`src/rtl/sram_latch_arbiter.sv`:
```
// Round-robin arbiter and setup/strobe/hold access sequencer for one latch-based async-read SRAM.
// Latency: gnt one cycle after the sampling IDLE cycle; read done +1 (3 cycles/read), write done +2 (4 cycles/write).
// Backpressure: one transaction at a time; losing requesters hold req until their gnt, requests sampled only in IDLE.
//
// Ports:
//   clk_i, rst_n_i            clock (rising edge), asynchronous active-low reset
//   req_i/req_we_i            per-requester request and write-enable
//   req_addr_i/req_wdata_i    flattened per-requester address / write data (requester i at [i*W +: W])
//   gnt_o/done_o              one-hot acceptance / completion pulses
//   rd_data_o                 registered read data, valid with done of a read, held until next read
//   busy_o                    high while a transaction is in flight
//   mem_cs_n_o/mem_r_wn_o     SRAM chip select (active low) and read/write-not, both registered
//   mem_addr_o/mem_wdata_o    SRAM address and write data, registered, changed only on acceptance
//   mem_rdata_i               SRAM asynchronous read data
//
// Build option: define SRAM_LATCH_ARBITER_FIXED_PRIO_EN for fixed priority (lowest index wins);
// default build is round-robin starting after the last granted requester.

module sram_latch_arbiter #(
   parameter int AWIDTH = 8,
   parameter int DWIDTH = 8,
   parameter int NREQ   = 4
) (
   input  logic                     clk_i,
   input  logic                     rst_n_i,
   input  logic [NREQ-1:0]          req_i,
   input  logic [NREQ-1:0]          req_we_i,
   input  logic [NREQ*AWIDTH-1:0]   req_addr_i,
   input  logic [NREQ*DWIDTH-1:0]   req_wdata_i,
   output logic [NREQ-1:0]          gnt_o,
   output logic [NREQ-1:0]          done_o,
   output logic [DWIDTH-1:0]        rd_data_o,
   output logic                     busy_o,
   output logic                     mem_cs_n_o,
   output logic                     mem_r_wn_o,
   output logic [AWIDTH-1:0]        mem_addr_o,
   output logic [DWIDTH-1:0]        mem_wdata_o,
   input  logic [DWIDTH-1:0]        mem_rdata_i
);

   localparam int IW = (NREQ > 1) ? $clog2(NREQ) : 1;

   typedef enum logic [2:0] {
      S_IDLE   = 3'd0,
      S_SETUP  = 3'd1,
      S_STROBE = 3'd2,
      S_HOLD   = 3'd3,
      S_RDONE  = 3'd4
   } state_e;

   state_e              state_q, state_d;
   logic [IW-1:0]       win_q, win_d;
   logic                we_q, we_d;
   logic [AWIDTH-1:0]   mem_addr_q, mem_addr_d;
   logic [DWIDTH-1:0]   mem_wdata_q, mem_wdata_d;
   logic                cs_n_q, cs_n_d;
   logic                r_wn_q, r_wn_d;
   logic [NREQ-1:0]     gnt_q, gnt_d;
   logic [NREQ-1:0]     done_q, done_d;
   logic [DWIDTH-1:0]   rd_data_q, rd_data_d;

   logic [IW-1:0]       sel;
   logic [AWIDTH-1:0]   addr_a  [NREQ];
   logic [DWIDTH-1:0]   wdata_a [NREQ];

   // Unflatten the request buses so the winner can be picked with a plain index.
   always_comb begin
      for (int k = 0; k < NREQ; k++) begin
         addr_a[k]  = req_addr_i[k*AWIDTH +: AWIDTH];
         wdata_a[k] = req_wdata_i[k*DWIDTH +: DWIDTH];
      end
   end

`ifdef SRAM_LATCH_ARBITER_FIXED_PRIO_EN
   // Descending scan so the lowest requesting index is the last assignment and wins.
   always_comb begin
      sel = '0;
      for (int k = NREQ-1; k >= 0; k--) begin
         if (req_i[IW'(k)]) sel = IW'(k);
      end
   end
`else
   logic [IW-1:0]       last_q, last_d;
   logic                found;
   logic [IW-1:0]       cand;

   // Scan starting one past the previous winner, wrapping modulo NREQ.
   always_comb begin
      sel   = '0;
      found = 1'b0;
      cand  = '0;
      for (int k = 0; k < NREQ; k++) begin
         cand = IW'((int'(last_q) + 1 + k) % NREQ);
         if (!found && req_i[cand]) begin
            sel   = cand;
            found = 1'b1;
         end
      end
   end

   always_comb begin
      last_d = last_q;
      if (state_q == S_IDLE && (|req_i)) last_d = sel;
   end

   // Reset to NREQ-1 so requester 0 is first in line after reset.
   always_ff @(posedge clk_i or negedge rst_n_i) begin
      if (!rst_n_i) last_q <= IW'(NREQ-1);
      else          last_q <= last_d;
   end
`endif

   // Next-state and next-pin values. Every mem_* pin is computed one state ahead
   // and registered, so the SRAM only ever sees clean flop outputs.
   always_comb begin
      state_d     = state_q;
      win_d       = win_q;
      we_d        = we_q;
      mem_addr_d  = mem_addr_q;
      mem_wdata_d = mem_wdata_q;
      cs_n_d      = 1'b1;
      r_wn_d      = 1'b1;
      gnt_d       = '0;
      done_d      = '0;
      rd_data_d   = rd_data_q;

      case (state_q)
         S_IDLE: begin
            if (|req_i) begin
               state_d     = S_SETUP;
               win_d       = sel;
               we_d        = req_we_i[sel];
               mem_addr_d  = addr_a[sel];
               mem_wdata_d = wdata_a[sel];
               gnt_d[sel]  = 1'b1;
               // Reads select the macro during SETUP; writes keep it deselected
               // while address and data settle ahead of the strobe.
               cs_n_d      = req_we_i[sel];
            end
         end
         S_SETUP: begin
            if (we_q) begin
               state_d = S_STROBE;
               cs_n_d  = 1'b0;
               r_wn_d  = 1'b0;
            end else begin
               state_d        = S_RDONE;
               rd_data_d      = mem_rdata_i;
               done_d[win_q]  = 1'b1;
            end
         end
         S_STROBE: begin
            state_d       = S_HOLD;
            done_d[win_q] = 1'b1;
         end
         S_HOLD:  state_d = S_IDLE;
         S_RDONE: state_d = S_IDLE;
         default: state_d = S_IDLE;
      endcase
   end

   always_ff @(posedge clk_i or negedge rst_n_i) begin
      if (!rst_n_i) begin
         state_q     <= S_IDLE;
         win_q       <= '0;
         we_q        <= 1'b0;
         mem_addr_q  <= '0;
         mem_wdata_q <= '0;
         cs_n_q      <= 1'b1;
         r_wn_q      <= 1'b1;
         gnt_q       <= '0;
         done_q      <= '0;
         rd_data_q   <= '0;
      end else begin
         state_q     <= state_d;
         win_q       <= win_d;
         we_q        <= we_d;
         mem_addr_q  <= mem_addr_d;
         mem_wdata_q <= mem_wdata_d;
         cs_n_q      <= cs_n_d;
         r_wn_q      <= r_wn_d;
         gnt_q       <= gnt_d;
         done_q      <= done_d;
         rd_data_q   <= rd_data_d;
      end
   end

   assign gnt_o       = gnt_q;
   assign done_o      = done_q;
   assign rd_data_o   = rd_data_q;
   assign busy_o      = (state_q != S_IDLE);
   assign mem_cs_n_o  = cs_n_q;
   assign mem_r_wn_o  = r_wn_q;
   assign mem_addr_o  = mem_addr_q;
   assign mem_wdata_o = mem_wdata_q;

endmodule

```
`config.mk`:
```
export PLATFORM = sky130hd
export DESIGN_NAME = sram_latch_arbiter
export DESIGN_NICKNAME = d
export VERILOG_FILES = /design/src/rtl/sram_latch_arbiter.sv
export SDC_FILE = /design/constraint.sdc
export NUM_CORES = 1
export LEC_CHECK = 0
export CORE_UTILIZATION = 37
export CTS_BUF_LIST = sky130_fd_sc_hd__clkbuf_4
export CTS_CLUSTER_SIZE = 25
export DETAILED_ROUTE_END_ITERATION = 6
export PLACE_DENSITY = 0.87
export SLEW_MARGIN = 20
export SYNTH_ARGS = -nofsm -noshare
export SYNTH_HDL_FRONTEND = slang
export SYNTH_SLANG_ARGS = --single-unit
```
`constraint.sdc`:
```
create_clock -name clk_i -period 2.2 [get_ports clk_i]
set_clock_uncertainty 0.2 [all_clocks]
set_input_delay 0.44 -clock clk_i [delete_from_list [all_inputs] [get_ports clk_i]]
set_output_delay 0.44 -clock clk_i [all_outputs]
set_load 0.01 [all_outputs]
```
==> metrics.md, run 1 <==
| Metric | Value |
|---|---|
| Run status | `finished with violations` |
| Violated checks | `negative setup slack` |
| Share of the clock period used by the worst path | `1.03` |
| Clock H-tree levels | `2` |
| Cell-by-cell trace of the critical path | `clkdlybuf4s50_1 -> buf_4 -> or4_4 -> and2_4 -> nand3_1 -> mux2i_1 -> a221o_1` |
| Share of the core filled with cells | `0.653` |
| Global-route wire length before repair | `10.5 mm` |
| R2R cell count | `6` |
| CTS Buf Count | `5` |
| Kind of capture point of the worst setup path | `flop` |
| Dominant synthesized flop cell | `sky130_fd_sc_hd__dfrtp_1` |
| RSZ-0062 raised after global routing | `true` |
| Drt first pass iters | `4` |
| Dominant combinational cell family by area after synthesis | `multiplexers` |
| Worst setup margin | `-0.0690 ns` |
| RR Startpoint | `last_q[1]$_DFFE_PN1P_` |
| Final Setup Violations | `14` |
| Data required time at the worst endpoint | `2.24 ns` |
| Hold worst-path end | `rd_data_o[7]$_DFFE_PN0P_` |
| Number of max-slew violations in the final report | `0` |
| R2R setup slack | `-0.04 ns` |
| Filler instances | `431` |
| Ports | `117` |
| Mux cell area share after synthesis | `0.204` |
| Number of register bits inferred by synthesis | `42` |
| Row count | `28` |
| Largest cells by area after synthesis | `sky130_fd_sc_hd__dfrtp_1 (42%), sky130_fd_sc_hd__mux2i_1 (8.4%), sky130_fd_sc_hd__mux2_2 (8.0%), sky130_fd_sc_hd__a221o_1 (7.1%), sky130_fd_sc_hd__nand3_1 (5.8%)` |
| Busiest grt layer | `met2` |
| Highest fanout seen on the critical path | `34` |
| Achievable clock frequency | `441 MHz` |
| Routability cong. | `0.753` |
| Most frequent cells after synthesis | `sky130_fd_sc_hd__dfrtp_1 (38), sky130_fd_sc_hd__nand3_1 (26), sky130_fd_sc_hd__mux2i_1 (19)` |
| Final routed wire length divided by cell count | `16.9 um` |
| Top cell type's share of synthesized area | `0.422` |
| Die area | `6410 um2` |
| Overall routing resource usage | `0.221` |
| Maximum single-stage delay on the critical path | `0.49 ns` |
| Clock Path Buffers | `2` |
| N_diodes | `0` |
| Die extent in x | `80.1 um` |
| Count of port buffers added during placement | `116` |
| Area share of fa/ha/maj cells after synthesis | `0` |
| Antenna violations before repair | `0` |
| Largest net degree at the start of global routing | `43` |
| Count of cells along the worst hold path | `1` |
| Remaining number of nets flagged by the antenna check after routing | `0` |
| Initial DRC count | `116` |
| Clk_lat worst skew | `0.36 ns` |
| Total standard cell area after synthesis | `2260 um2` |
| Worst Setup Slack post-DPL | `-0.538 ns` |
| Type of the worst setup path | `in -> reg` |
| Total number of nets in the final design | `415` |
| Data arrival time of the critical path | `2.31 ns` |
| Sequential element share of the synthesized area | `0.468` |
| Headroom to the max-slew limit | `0.575` |
| Post-synth EDFFs | `0` |
| Post-synthesis share of cell area spent on and, or, nand and nor gates | `0.177` |
| HPWL after detailed placement | `4.87 mm` |
| Number of global-route vias before repair | `2091` |
| Count of endpoints failing hold in the final timing report | `0` |
| Min-delay worst type | `reg -> reg` |
| Area leader, netlist | `sky130_fd_sc_hd__dfrtp_1` |
| Layout cell share with drive strength beyond 1 | `0.231` |
| Via count | `2157` |
| TritonCTS clock tree | `built` |
| Count of cell types in the netlist | `34` |
| Most numerous cell in the Yosys netlist | `sky130_fd_sc_hd__dfrtp_1` |
| Total number of clock tree sinks | `42` |
| Clock Tree Root | `sky130_fd_sc_hd__clkbuf_4` |
| Register clock-pin slew on the reported worst setup and hold paths | `0.13 ns` |
| GRT met3 Usage | `0.0409` |
| Layout overhead on the synthesized area | `70.5%` |
| Crit path launch type | `primary input` |
| Ys Warns | `0` |
| Count of mapped cells out of synthesis | `198` |
| Leakage power summed over all cells | `1.64 nW` |
| Met1 usage in global routing | `0.272` |
| Initial core utilization | `0.383` |
| Post-Route WL | `6.93 mm` |
| Actual transition at the worst max-transition pin | `0.636 ns` |
| Syn nets | `280` |
| Chip Height | `80.1 um` |
| MaxCap Viol Count | `0` |
| Post-route minimum period | `2.27 ns` |
| Total power divided by cell area | `1190 nW/um2` |
| Endpoint of the most critical register-to-register path | `mem_wdata_o[4]$_DFFE_PN0P_` |
| CP max stage cell | `sky130_fd_sc_hd__or4_4` |
| Share of the synthesized netlist area taken by xor and xnor gates | `0` |
| Post-detailed-route via-to-cell ratio | `5.27` |
| Compound-Gate Fraction of Synth Area | `0.101` |
| DRC viols | `0` |
| Final TNS setup | `-0.333 ns` |
| Total power consumption of the routed design | `4.57 mW` |
| Grt met2 use | `0.387` |
| Maximum vdd ir drop | `0.559 mV` |
| Per-instance average area after synthesis | `11.4 um2` |
| Async set or reset register ratio after synthesis | `1.00` |
| Floorplan Core Area | `5890 um2` |
| Total overflow reported by the global router | `0` |
| Start point of the worst hold path | `rd_data_o[7]$_DFFE_PN0P_` |
==> metal layers <==
metal | vias up | wire (um)
met5 | - | 0
met4 | 0 | 82
met3 | 7 | 444
met2 | 75 | 3640
met1 | 1064 | 2760
li1 | 1011 | -
==> worst max-delay path: cells and delay by family <==
kind                   cells  cell delay (ns)
muxes                      1             0.10
buffers and inverters      2             0.60
and+or+nand+nor            3             0.90
AOI/OAI and AO/OA          1             0.28
==> power breakdown <==
group / internal, mW / switching (mW) / total [mW]
Sequential: 1.15 / 0.230 / 1.38
Combinational: 1.52 / 1.26 / 2.78
Clock: 0.138 / 0.268 / 0.406
==> cell usage in the layout (no fill, tap or decap), types with 2 or more instances in the layout <==
master | Yosys | final
sky130_fd_sc_hd__a21oi_1 | 4 | 3
sky130_fd_sc_hd__a221o_1 | 16 | 16
sky130_fd_sc_hd__a221oi_2 | 0 | 2
sky130_fd_sc_hd__and2_1 | 2 | 2
sky130_fd_sc_hd__buf_2 | 5 | 2
sky130_fd_sc_hd__buf_4 | 1 | 18
sky130_fd_sc_hd__buf_6 | 4 | 5
sky130_fd_sc_hd__clkbuf_4 | 0 | 6
sky130_fd_sc_hd__clkdlybuf4s50_1 | 0 | 112
sky130_fd_sc_hd__dfrtp_1 | 38 | 38
sky130_fd_sc_hd__dfstp_2 | 4 | 4
sky130_fd_sc_hd__dlygate4sd2_1 | 0 | 3
sky130_fd_sc_hd__inv_1 | 2 | 2
sky130_fd_sc_hd__mux2_1 | 8 | 8
sky130_fd_sc_hd__mux2_4 | 0 | 16
sky130_fd_sc_hd__mux2i_1 | 19 | 16
sky130_fd_sc_hd__mux2i_4 | 0 | 2
sky130_fd_sc_hd__nand2_1 | 8 | 8
sky130_fd_sc_hd__nand2b_1 | 3 | 2
sky130_fd_sc_hd__nand3_1 | 26 | 26
sky130_fd_sc_hd__nand3_2 | 6 | 6
sky130_fd_sc_hd__nor2_1 | 13 | 11
sky130_fd_sc_hd__nor2_2 | 1 | 3
sky130_fd_sc_hd__nor3_1 | 3 | 2
==> state kept, by name (all words and copies together) (netlist names) <==
name,flops
mem_cs_n_o,1
done_o,4
last_q,2
mem_addr_o,8
state_q,3
gnt_o,4
mem_r_wn_o,1
win_q,2
rd_data_o,8
mem_wdata_o,8
we_q,1
==> area by class of cell <==
cell class | instances | area (um2) | share of cell area
clock buffer | 6 | 45.0 | 0.0117
multi-input combinational | 140 | 1250 | 0.325
inverter | 2 | 7.51 | 0.00195
timing repair buffer | 142 | 1380 | 0.358
sequential | 42 | 1060 | 0.275
tap | 75 | 93.8 | 0.0244
clock inverter | 2 | 13.8 | 0.00358
==> metrics by stage <==
step / std cells / hold slack, ns / instance area [um2]
finish: 409 / 0.304 / 3850
floorplan: 198 / -0.0556 / 2260
global placement: 393 / 0.228 / 3570
CTS: 407 / 0.310 / 3790
global route: 409 / 0.340 / 3850
detailed placement: 393 / 0.234 / 3570
==> cells by family after synthesis <==
group,count (synthesis)
muxes,43
buffers and inverters,16
DFF,42
AOI/OAI and AO/OA,25
and+or+nand+nor,72
==> how the worst max path moves through the flow <==
stage / to / slack [ns] / cells after the start / startpoint
after global placement: we_q$_DFFE_PN0P_ / -0.45 / 6 / req_i[3]
after floorplan: mem_addr_o[0]$_DFFE_PN0P_ / 0.06 / 6 / last_q[1]$_DFFE_PN1P_
after global routing: mem_wdata_o[0]$_DFFE_PN0P_ / -0.12 / 6 / last_q[1]$_DFFE_PN1P_
after detailed placement: we_q$_DFFE_PN0P_ / -0.54 / 6 / req_i[3]
after CTS: mem_wdata_o[4]$_DFFE_PN0P_ / -0.06 / 6 / last_q[1]$_DFFE_PN1P_
final: mem_wdata_o[0]$_DFFE_PN0P_ / -0.07 / 7 / req_i[3]
==> timing repair <==
| action | CTS | global route |
|---|---|---|
| endpoints found under the hold margin | 38 | 0 |
| gates resized for setup | 34 | 6 |
| endpoints found under the setup margin | 21 | 18 |
| hold buffers | 1 | 0 |
| pin swaps | 18 | 4 |
| cloned | 2 | 0 |
| setup buffers | 3 | 2 |
(Power assumes the default switching activity.)
==> run 2, diff against run 1 <==
--- a/config.mk
+++ b/config.mk
@@ -5,8 +5,10 @@
 export SDC_FILE = /design/constraint.sdc
 export NUM_CORES = 1
 export LEC_CHECK = 0
+export CAP_MARGIN = 20
 export CORE_UTILIZATION = 37
 export CTS_BUF_LIST = sky130_fd_sc_hd__clkbuf_4
+export CTS_CLUSTER_DIAMETER = 80
 export CTS_CLUSTER_SIZE = 25
 export DETAILED_ROUTE_END_ITERATION = 6
 export PLACE_DENSITY = 0.87
==> results of run 2 <==
Final layout, timing and power as in run 1 (identical DEF).
